## src/rtl/serial_subtractor_pkg.sv

```systemverilog
// Shared definitions for the bit-serial subtractor: FSM state encoding and default width.
package serial_subtractor_pkg;

  typedef enum logic [1:0] {
    IDLE = 2'd0,
    RUN  = 2'd1,
    DONE = 2'd2
  } state_t;

  localparam int DEFAULT_WIDTH = 8;

endpackage

```

## src/rtl/serial_subtractor_cell.sv

```systemverilog
// One-bit full subtractor: d = x - y - z (mod 2), b = borrow out.
module full_subtractor_cell (
  input  logic x,
  input  logic y,
  input  logic z,
  output logic d,
  output logic b
);

  assign d = x ^ y ^ z;
  assign b = (~x & y) | (~x & z) | (y & z);

endmodule

```

## src/rtl/serial_subtractor.sv

```systemverilog
// Bit-serial unsigned subtractor, LSB first, one bit per clock through a single
// full-subtractor cell with a registered borrow and a start/busy/done handshake.
module serial_subtractor
  import serial_subtractor_pkg::*;
#(
  parameter int WIDTH = DEFAULT_WIDTH
) (
  input  logic             clk,
  input  logic             rst_n,
  input  logic             start,
  input  logic [WIDTH-1:0] a,
  input  logic [WIDTH-1:0] b,
  input  logic             bin,
  output logic             busy,
  output logic             done,
  output logic [WIDTH-1:0] diff,
  output logic             bout
);

  localparam int CNT_W = $clog2(WIDTH + 1);

  state_t             state;
  state_t             state_nxt;
  logic [WIDTH-1:0]   a_sr;
  logic [WIDTH-1:0]   b_sr;
  logic [WIDTH-1:0]   diff_sr;
  logic [WIDTH-1:0]   diff_nxt;
  logic [CNT_W-1:0]   cnt;
  logic               borrow;
  logic               bout_r;
  logic               cell_d;
  logic               cell_b;
  logic               last_bit;

  full_subtractor_cell u_cell (
    .x (a_sr[0]),
    .y (b_sr[0]),
    .z (borrow),
    .d (cell_d),
    .b (cell_b)
  );

  assign last_bit = (cnt == CNT_W'(WIDTH - 1));

  always_ff @(posedge clk or negedge rst_n) begin
    if (!rst_n) begin
      state <= IDLE;
    end else begin
      state <= state_nxt;
    end
  end

  always_comb begin
    state_nxt = state;
    case (state)
      IDLE:    if (start) state_nxt = RUN;
      RUN:     if (last_bit) state_nxt = DONE;
      DONE:    state_nxt = IDLE;
      default: state_nxt = IDLE;
    endcase
  end

  always_comb begin
    busy = (state == RUN);
    done = (state == DONE);
  end

  // New difference bit enters at the MSB so the LSB lands in bit 0 after WIDTH shifts.
  always_comb begin
    diff_nxt            = diff_sr >> 1;
    diff_nxt[WIDTH-1]   = cell_d;
  end

  always_ff @(posedge clk or negedge rst_n) begin
    if (!rst_n) begin
      a_sr    <= '0;
      b_sr    <= '0;
      diff_sr <= '0;
      cnt     <= '0;
      borrow  <= 1'b0;
      bout_r  <= 1'b0;
    end else if (state == IDLE && start) begin
      a_sr   <= a;
      b_sr   <= b;
      borrow <= bin;
      cnt    <= '0;
    end else if (state == RUN) begin
      a_sr    <= a_sr >> 1;
      b_sr    <= b_sr >> 1;
      diff_sr <= diff_nxt;
      borrow  <= cell_b;
      bout_r  <= cell_b;
      cnt     <= cnt + CNT_W'(1);
    end
  end

  assign diff = diff_sr;
  assign bout = bout_r;

endmodule
```

## config.mk

```make
export PLATFORM = sky130hd
export DESIGN_NAME = serial_subtractor
export DESIGN_NICKNAME = d
export VERILOG_FILES = /design/src/rtl/serial_subtractor_pkg.sv /design/src/rtl/serial_subtractor_cell.sv /design/src/rtl/serial_subtractor.sv
export SDC_FILE = /design/constraint.sdc
export NUM_CORES = 1
export LEC_CHECK = 0
export ABC_AREA = 1
export BUFFER_PORTS_ARGS = -buffer_cell sky130_fd_sc_hd__buf_2
export CORE_MARGIN = 4
export CORE_UTILIZATION = 40
export DETAILED_ROUTE_END_ITERATION = 8
export GPL_ROUTABILITY_DRIVEN = 1
export GPL_TIMING_DRIVEN = 0
export HOLD_SLACK_MARGIN = 0.12
export PLACE_DENSITY = 0.7
export SYNTH_ARGS = -nofsm -noshare
export SYNTH_HDL_FRONTEND = slang
export SYNTH_SLANG_ARGS = --single-unit
```

## constraint.sdc

```tcl
create_clock -name clk -period 1.3 [get_ports clk]
set_clock_uncertainty 0.15 [all_clocks]
set_input_delay 0.26 -clock clk [delete_from_list [all_inputs] [get_ports clk]]
set_output_delay 0.26 -clock clk [all_outputs]
set_load 0.005 [all_outputs]
```

==> results.json, run 1 <==
{
  "clkSinkCount": 32,
  "dpl.hpwl_um": 2092,
  "htreeDepth": 2,
  "post_route_cells_drive_above_1_share_pct": 27.44,
  "finalHoldViolCount": 0,
  "gr-usage-all-layers_pct": 16.53,
  "start_util_pct": 41.66,
  "core_um2": 3689,
  "diodes": 0,
  "hold_path.class": "primary input to flop",
  "period_needed_ns": 1.515,
  "seqCellArea_um2": 800.8,
  "globalRoute.totalOverflow": 0,
  "p_per_area_nw_per_um2": 2180,
  "setup_ws_ns": -0.2155,
  "first_global_vias": 1438,
  "worstPathArrival_ns": 1.11,
  "ys_warn_count": 0,
  "grt_max_degree": 33,
  "irDropWorstVdd_v": 0.001236,
  "ys_ff_latch": 32,
  "grt_pass1_wl_um": 6396,
  "multiInputGateArea_um2": 623.1,
  "worst-setup-path-type": "flop to primary output",
  "netlist_instances": 199,
  "rsz0062_at_grt": "true",
  "setup_tns_ns": -1.337,
  "yosys.area.top_type": "dfrtp_1",
  "tightest_slew_ns": 0.4405,
  "io_pins": 31,
  "violations": "setup timing",
  "synth.top_cells.by_area": "dfrtp_1, nand2_1, inv_1, buf_6, o21ai_2",
  "setup_viol": 20,
  "placed_area_um2": 1747,
  "cts_root_buffer": "clkbuf_8",
  "drv_slew": 0,
  "routabilityCongestion": 0.7456,
  "fmax_mhz": 659.8,
  "finalWirelength_um": 3639,
  "post-place-ws_ns": -0.08003,
  "synth_seq_area_share_pct": 52.12,
  "clk_pin_slew_ns": 0.07,
  "end_kind": "primary output",
  "relSlewSlack_pct": 70.63,
  "run_status": "complete, but fails checks",
  "wl_per_cell_um": 11.59,
  "cts_max_path_buffers": 2,
  "cp-start-kind": "flop",
  "yosysUniqueCellTypes": 16,
  "die_h_um": 69.98,
  "design.die.area_um2": 4897,
  "antenna_left": 0,
  "fill_cells": 353,
  "cap_viol_max_count": 0,
  "syn_avg_cell_area_um2": 7.721,
  "drt_iter0_markers": 46,
  "vias_per_cell": 4.449,
  "dr.pass1.iters": 4,
  "clock_latency_ns": 0.29,
  "antenna_found_initial": 0,
  "chipWidth_um": 69.98,
  "io_buffers": 30,
  "fin_nets": 287,
  "syn_area_um2": 1536,
  "final_cell_area_um2": 2182,
  "finalCritPeriodShare_pct": 116.6,
  "via_count": 1397,
  "synth_fp_nets": 221,
  "tritoncts": "yes",
  "cellLeakagePower_nw": 1.230,
  "path_max_fanout": 2,
  "rows": 22,
  "numCtsBuffers": 5,
  "drcViolationCount": 0,
  "syn_to_final_growth_pct": 42.02,
  "crit_required_ns": 0.89,
  "synth_top_cell_area_share_pct": 52.12
}
## cell families (layout without fill, tap and decap cells)
logic type	count (synthesis)	in the layout	share of synthesized area, %
buf+inv	30	97	9.772
compound gates	10	10	4.478
fa+ha+maj	2	2	2.117
flops	32	32	52.12
simple gates	125	125	31.52
## area by class of cell
cell class | count | share of cell area (%)
multi-input combinational | 137 | 28.56
sequential | 32 | 36.70
inverter | 22 | 4.014
buffer | 8 | 4.128
tap | 48 | 2.752
clock buffer | 8 | 4.128
timing repair buffer | 59 | 19.72
## cells in the final DEF (no fill, tap or decap)
cell,Yosys,layout
o21ai_1,0,1
ha_2,0,1
nor2_4,0,2
o21ai_0,5,2
inv_6,0,1
buf_4,1,10
nor2_2,2,1
dlygate4sd3_1,0,17
buf_6,4,10
clkbuf_1,0,2
clkbuf_8,0,6
dfrtp_1,32,32
nand2_4,0,1
nor2_1,4,3
o21ai_4,0,1
or2_4,0,1
o21ai_2,5,6
clkbuf_4,0,1
inv_2,3,3
nand3_1,4,4
nand2_1,113,113
buf_2,3,28
buf_8,0,1
fa_1,1,1
inv_1,19,18
## report_power, final
part	leakage, nW	switching, mW	total [mW]	internal (mW)
logic	0.783	1.19	2.25	1.06
registers	0.402	0.265	1.72	1.45
clock network	0.0455	0.356	0.787	0.431
## critical path, cell delays in order (launching register included)
cell and delay [ns]:
dfrtp_1 0.39, inv_2 0.07, nor2_4 0.04, buf_6 0.12, buf_8 0.11, buf_6 0.10
## flip-flops by register name, summed over array words and instances (netlist names)
register,count
b_sr,8
bout,1
diff,8
a_sr,8
cnt,4
state,2
borrow,1
## Yosys cell counts
master	count
nand2_1	113
dfrtp_1	32
inv_1	19
o21ai_0	5
o21ai_2	5
buf_6	4
nand3_1	4
nor2_1	4
buf_2	3
inv_2	3
nor2_2	2
buf_4	1
fa_1	1
ha_1	1
nand2_2	1
or2_2	1
## layer usage
| metal | GRT usage [%] | up-vias | part of all wire (%) |
|---|---|---|---|
| li1 | - | 718 | - |
| met1 | 19.98 | 650 | 44 |
| met2 | 28.02 | 23 | 51 |
| met3 | 4.173 | 6 | 3.3 |
| met4 | 6.596 | 0 | 1.8 |
| met5 | 0 | - | 0 |
## final timing paths
check / from / slack (ns) / cells past startpoint / endpoint
min reg2reg: diff[0] / 0.33 / 2 / diff[0]
max in group asynchronous: rst_n / 0.36 / 2 / a_sr[5]
max: state[0] / -0.22 / 5 / busy
min: b[1] / 0.13 / 5 / b_sr[1]
max reg2reg: state[1] / -0.11 / 7 / diff[7]
min in group asynchronous: rst_n / 0.33 / 2 / b_sr[5]
## timing repair
action                                  in CTS  in global routing
hold buffers                                17                  0
hold endpoints to repair                    48                  0
gates cloned                                 2                  1
pin swaps                                    3                  3
buffers inserted                             9                  0
resized for setup                           18                 13
endpoints found under the setup margin      13                 65
## through the flow
step | hold slack, ns | total power [mW] | std cells | util [%]
6_report | 0.1310 | 4.757 | 314 | 59.16
3_3_place_gp | 0.2062 | 3.478 | 277 | 47.35
2_1_floorplan | -0.1856 | 2.999 | 199 | -
4_1_cts | 0.1338 | 4.702 | 313 | 57.97
3_5_place_dp | 0.2010 | 3.528 | 277 | 47.35
5_1_grt | 0.1785 | 5.226 | 314 | 59.16
Power figures use the tool's default switching activity.
==> run 2, diff against run 1 <==
--- a/config.mk
+++ b/config.mk
@@ -16,4 +16,5 @@
 export PLACE_DENSITY = 0.7
 export SYNTH_ARGS = -nofsm -noshare
 export SYNTH_HDL_FRONTEND = slang
+export SYNTH_HIERARCHICAL = 1
 export SYNTH_SLANG_ARGS = --single-unit
==> results.json, run 2 <==
{
  "final_cell_area_um2": 2113,
  "p_total_mw": 4.503,
  "dr.pass1.iters": 4,
  "fill_cells": 297,
  "rrSetupSlack_ns": -0.23,
  "antenna_found_initial": 0,
  "holdPathEnd": "cnt[2]",
  "synth_top_cell_area_share_pct": 56.84,
  "synthArstFlopShare_pct": 100.0,
  "holdWs_ns": 0.1387,
  "synth_seq_area_share_pct": 56.84,
  "start_util_pct": 41.89,
  "design.die.area_um2": 4535,
  "grt_pass1_wl_um": 5651,
  "fmax_mhz": 645.9,
  "final_cell_mix": "nand2_1, dfrtp_1, nand3_1, buf_2, dlygate4sd3_1",
  "cts_max_path_buffers": 2,
  "dpl.hpwl_um": 1874,
  "rows": 21,
  "drv_slew": 0,
  "run_status": "complete, but fails checks",
  "synth_xor_xnor_area_share_pct": 0,
  "yosys.area.top_type": "dfrtp_1",
  "io_pins": 31,
  "diodes": 0,
  "worst-setup-path-type": "flop to primary output",
  "core_um2": 3363,
  "path_max_fanout": 2,
  "yosysMostFrequentCell": "nand2_1",
  "setup_viol": 25,
  "hold_path.class": "primary input to flop",
  "post-place-ws_ns": -0.07513,
  "htreeDepth": 2,
  "period_needed_ns": 1.548,
  "post_route_cells_drive_above_1_share_pct": 34.62,
  "placed_area_um2": 1612,
  "seqCellArea_um2": 802.0,
  "r2r-end": "borrow",
  "worstPathArrival_ns": 1.14,
  "die_h_um": 67.35,
  "drcViolationCount": 0,
  "irDropWorstVdd_v": 0.0008104,
  "syn_to_final_growth_pct": 50.00,
  "numCtsBuffers": 5,
  "setup_ws_ns": -0.2482,
  "synth.top_cells.by_area": "dfrtp_1, nand2_1, nand3_1, o21ai_1, inv_1",
  "hp-start": "start",
  "multiInputGateArea_um2": 580.6,
  "yosys.area_share.simple_pct": 30.82,
  "relSlewSlack_pct": 70.59,
  "violations": "setup timing",
  "finalWirelength_um": 3502,
  "crit_required_ns": 0.89,
  "synth-edff-count": 0,
  "finalHoldViolCount": 0,
  "ys_warn_count": 6,
  "syn_avg_cell_area_um2": 8.697,
  "rsz0062_at_grt": "true",
  "syn_area_um2": 1409,
  "ys_ff_latch": 32,
  "cts_root_buffer": "clkbuf_4",
  "clk_pin_slew_ns": 0.10,
  "clkSinkCount": 32,
  "yosysUniqueCellTypes": 18,
  "end_kind": "primary output",
  "io_buffers": 29,
  "chipWidth_um": 67.35,
  "netlist_instances": 162,
  "cp-start-kind": "flop",
  "tightest_slew_ns": 0.4411,
  "drt_iter0_markers": 46,
  "gr-usage-all-layers_pct": 17.10,
  "synth_top_family_by_area": "simple AND/OR/NAND/NOR gates",
  "final_common_cell": "nand2_1",
  "fin_nets": 256,
  "routabilityCongestion": 0.7072,
  "reg2regPathDepth": 8,
  "finalCritPeriodShare_pct": 119.1,
  "holdPathStages": 4,
  "cap_viol_max_count": 0,
  "tritoncts": "yes",
  "globalRoute.totalOverflow": 0,
  "r2r_start": "state[0]",
  "p_per_area_nw_per_um2": 2131,
  "synthMuxAreaShare_pct": 0,
  "first_global_vias": 1247,
  "vias_per_cell": 4.782,
  "clock_latency_ns": 0.34,
  "via_count": 1339,
  "synth_compound_area_share_pct": 3.908,
  "synth_common_cells": "nand2_1, nand3_1, dfrtp_1, o21ai_1, inv_1",
  "wl_per_cell_um": 12.51,
  "synth_fp_nets": 184,
  "grt_max_degree": 33,
  "ys.flop_type": "dfrtp_1",
  "synth_fa_ha_area_share_pct": 2.309,
  "cellLeakagePower_nw": 1.071,
  "antenna_left": 0
}
## run 2: cell types whose count changed after synthesis, sizes merged
| cell | previous run | this run |
|---|---|---|
| buf | 8 | 7 |
| clkbuf | 0 | 1 |
| inv | 22 | 9 |
| nand2 | 114 | 60 |
| nand3 | 4 | 34 |
| nand3b | 0 | 1 |
| nand4 | 0 | 1 |
| nor2 | 6 | 4 |
| o21ai | 10 | 11 |
| or2 | 1 | 0 |
## run 2: timing repair
| item | in CTS | in global routing |
|---|---|---|
| hold buffers | 20 | 0 |
| buffers inserted | 11 | 3 |
| resized for setup | 9 | 30 |
| cloned | 0 | 3 |
| setup endpoints to repair | 15 | 29 |
| endpoints found under the hold margin | 50 | 0 |
| pin swaps | 3 | 9 |
## run 2: final cells by class
| type | instances | area share, % |
|---|---|---|
| well taps | 46 | 2.724 |
| multi-input cells | 113 | 27.47 |
| plain buffers | 7 | 3.197 |
| clock buffers | 7 | 3.079 |
| repair buffers | 66 | 23.86 |
| flip-flops and latches | 32 | 37.95 |
| inverters | 9 | 1.717 |
## run 2: logic make-up after synthesis
logic type | after synthesis
adder cells (fa/ha/maj) | 2
flip-flops | 32
AND/OR/NAND/NOR | 100
buffers and inverters | 17
AO/OA/AOI/OAI | 11
## run 2: stage by stage
| step | TNS (ns) | instances | utilization (%) |
|---|---|---|---|
| global route | -4.806 | 280 | 62.83 |
| CTS | -1.296 | 275 | 58.85 |
| finish | -3.315 | 280 | 62.83 |
| global placement | -0.1782 | 237 | 47.92 |
| floorplan | 0 | 162 | - |
| detailed placement | -0.2301 | 237 | 47.92 |
## run 2: where the power goes
part | leakage (nW) | total (mW) | internal (mW) | switching (mW)
clock network | 0.0374 | 0.644 | 0.306 | 0.338
registers | 0.407 | 1.69 | 1.42 | 0.270
logic | 0.627 | 2.17 | 1.08 | 1.09
## run 2: critical path, stage by stage, from the launching register on
cell     delay, ns
dfrtp_1       0.42
inv_2         0.08
nand2_2       0.07
inv_4         0.06
buf_6         0.09
buf_6         0.08
## run 2: worst max-delay path by stage
stage               startpoint       to  slack (ns)
floorplan              b_sr[0]  diff[7]       0.003
global placement      state[1]     busy       -0.07
detailed placement    state[1]     busy       -0.08
CTS                   state[1]     busy       -0.24
global route          state[0]   borrow       -0.31
finish                state[1]     busy       -0.25
## run 2: metal layers
layer / wire (um) / global-route usage, % / vias to the layer above / part of all wire [%]
met5: 0 / 0 / - / 0
met4: 111 / 9.367 / 0 / 3.2
met3: 209 / 4.160 / 12 / 6.0
met2: 1638 / 26.87 / 45 / 47
met1: 1542 / 21.60 / 618 / 44
li1: - / - / 664 / -
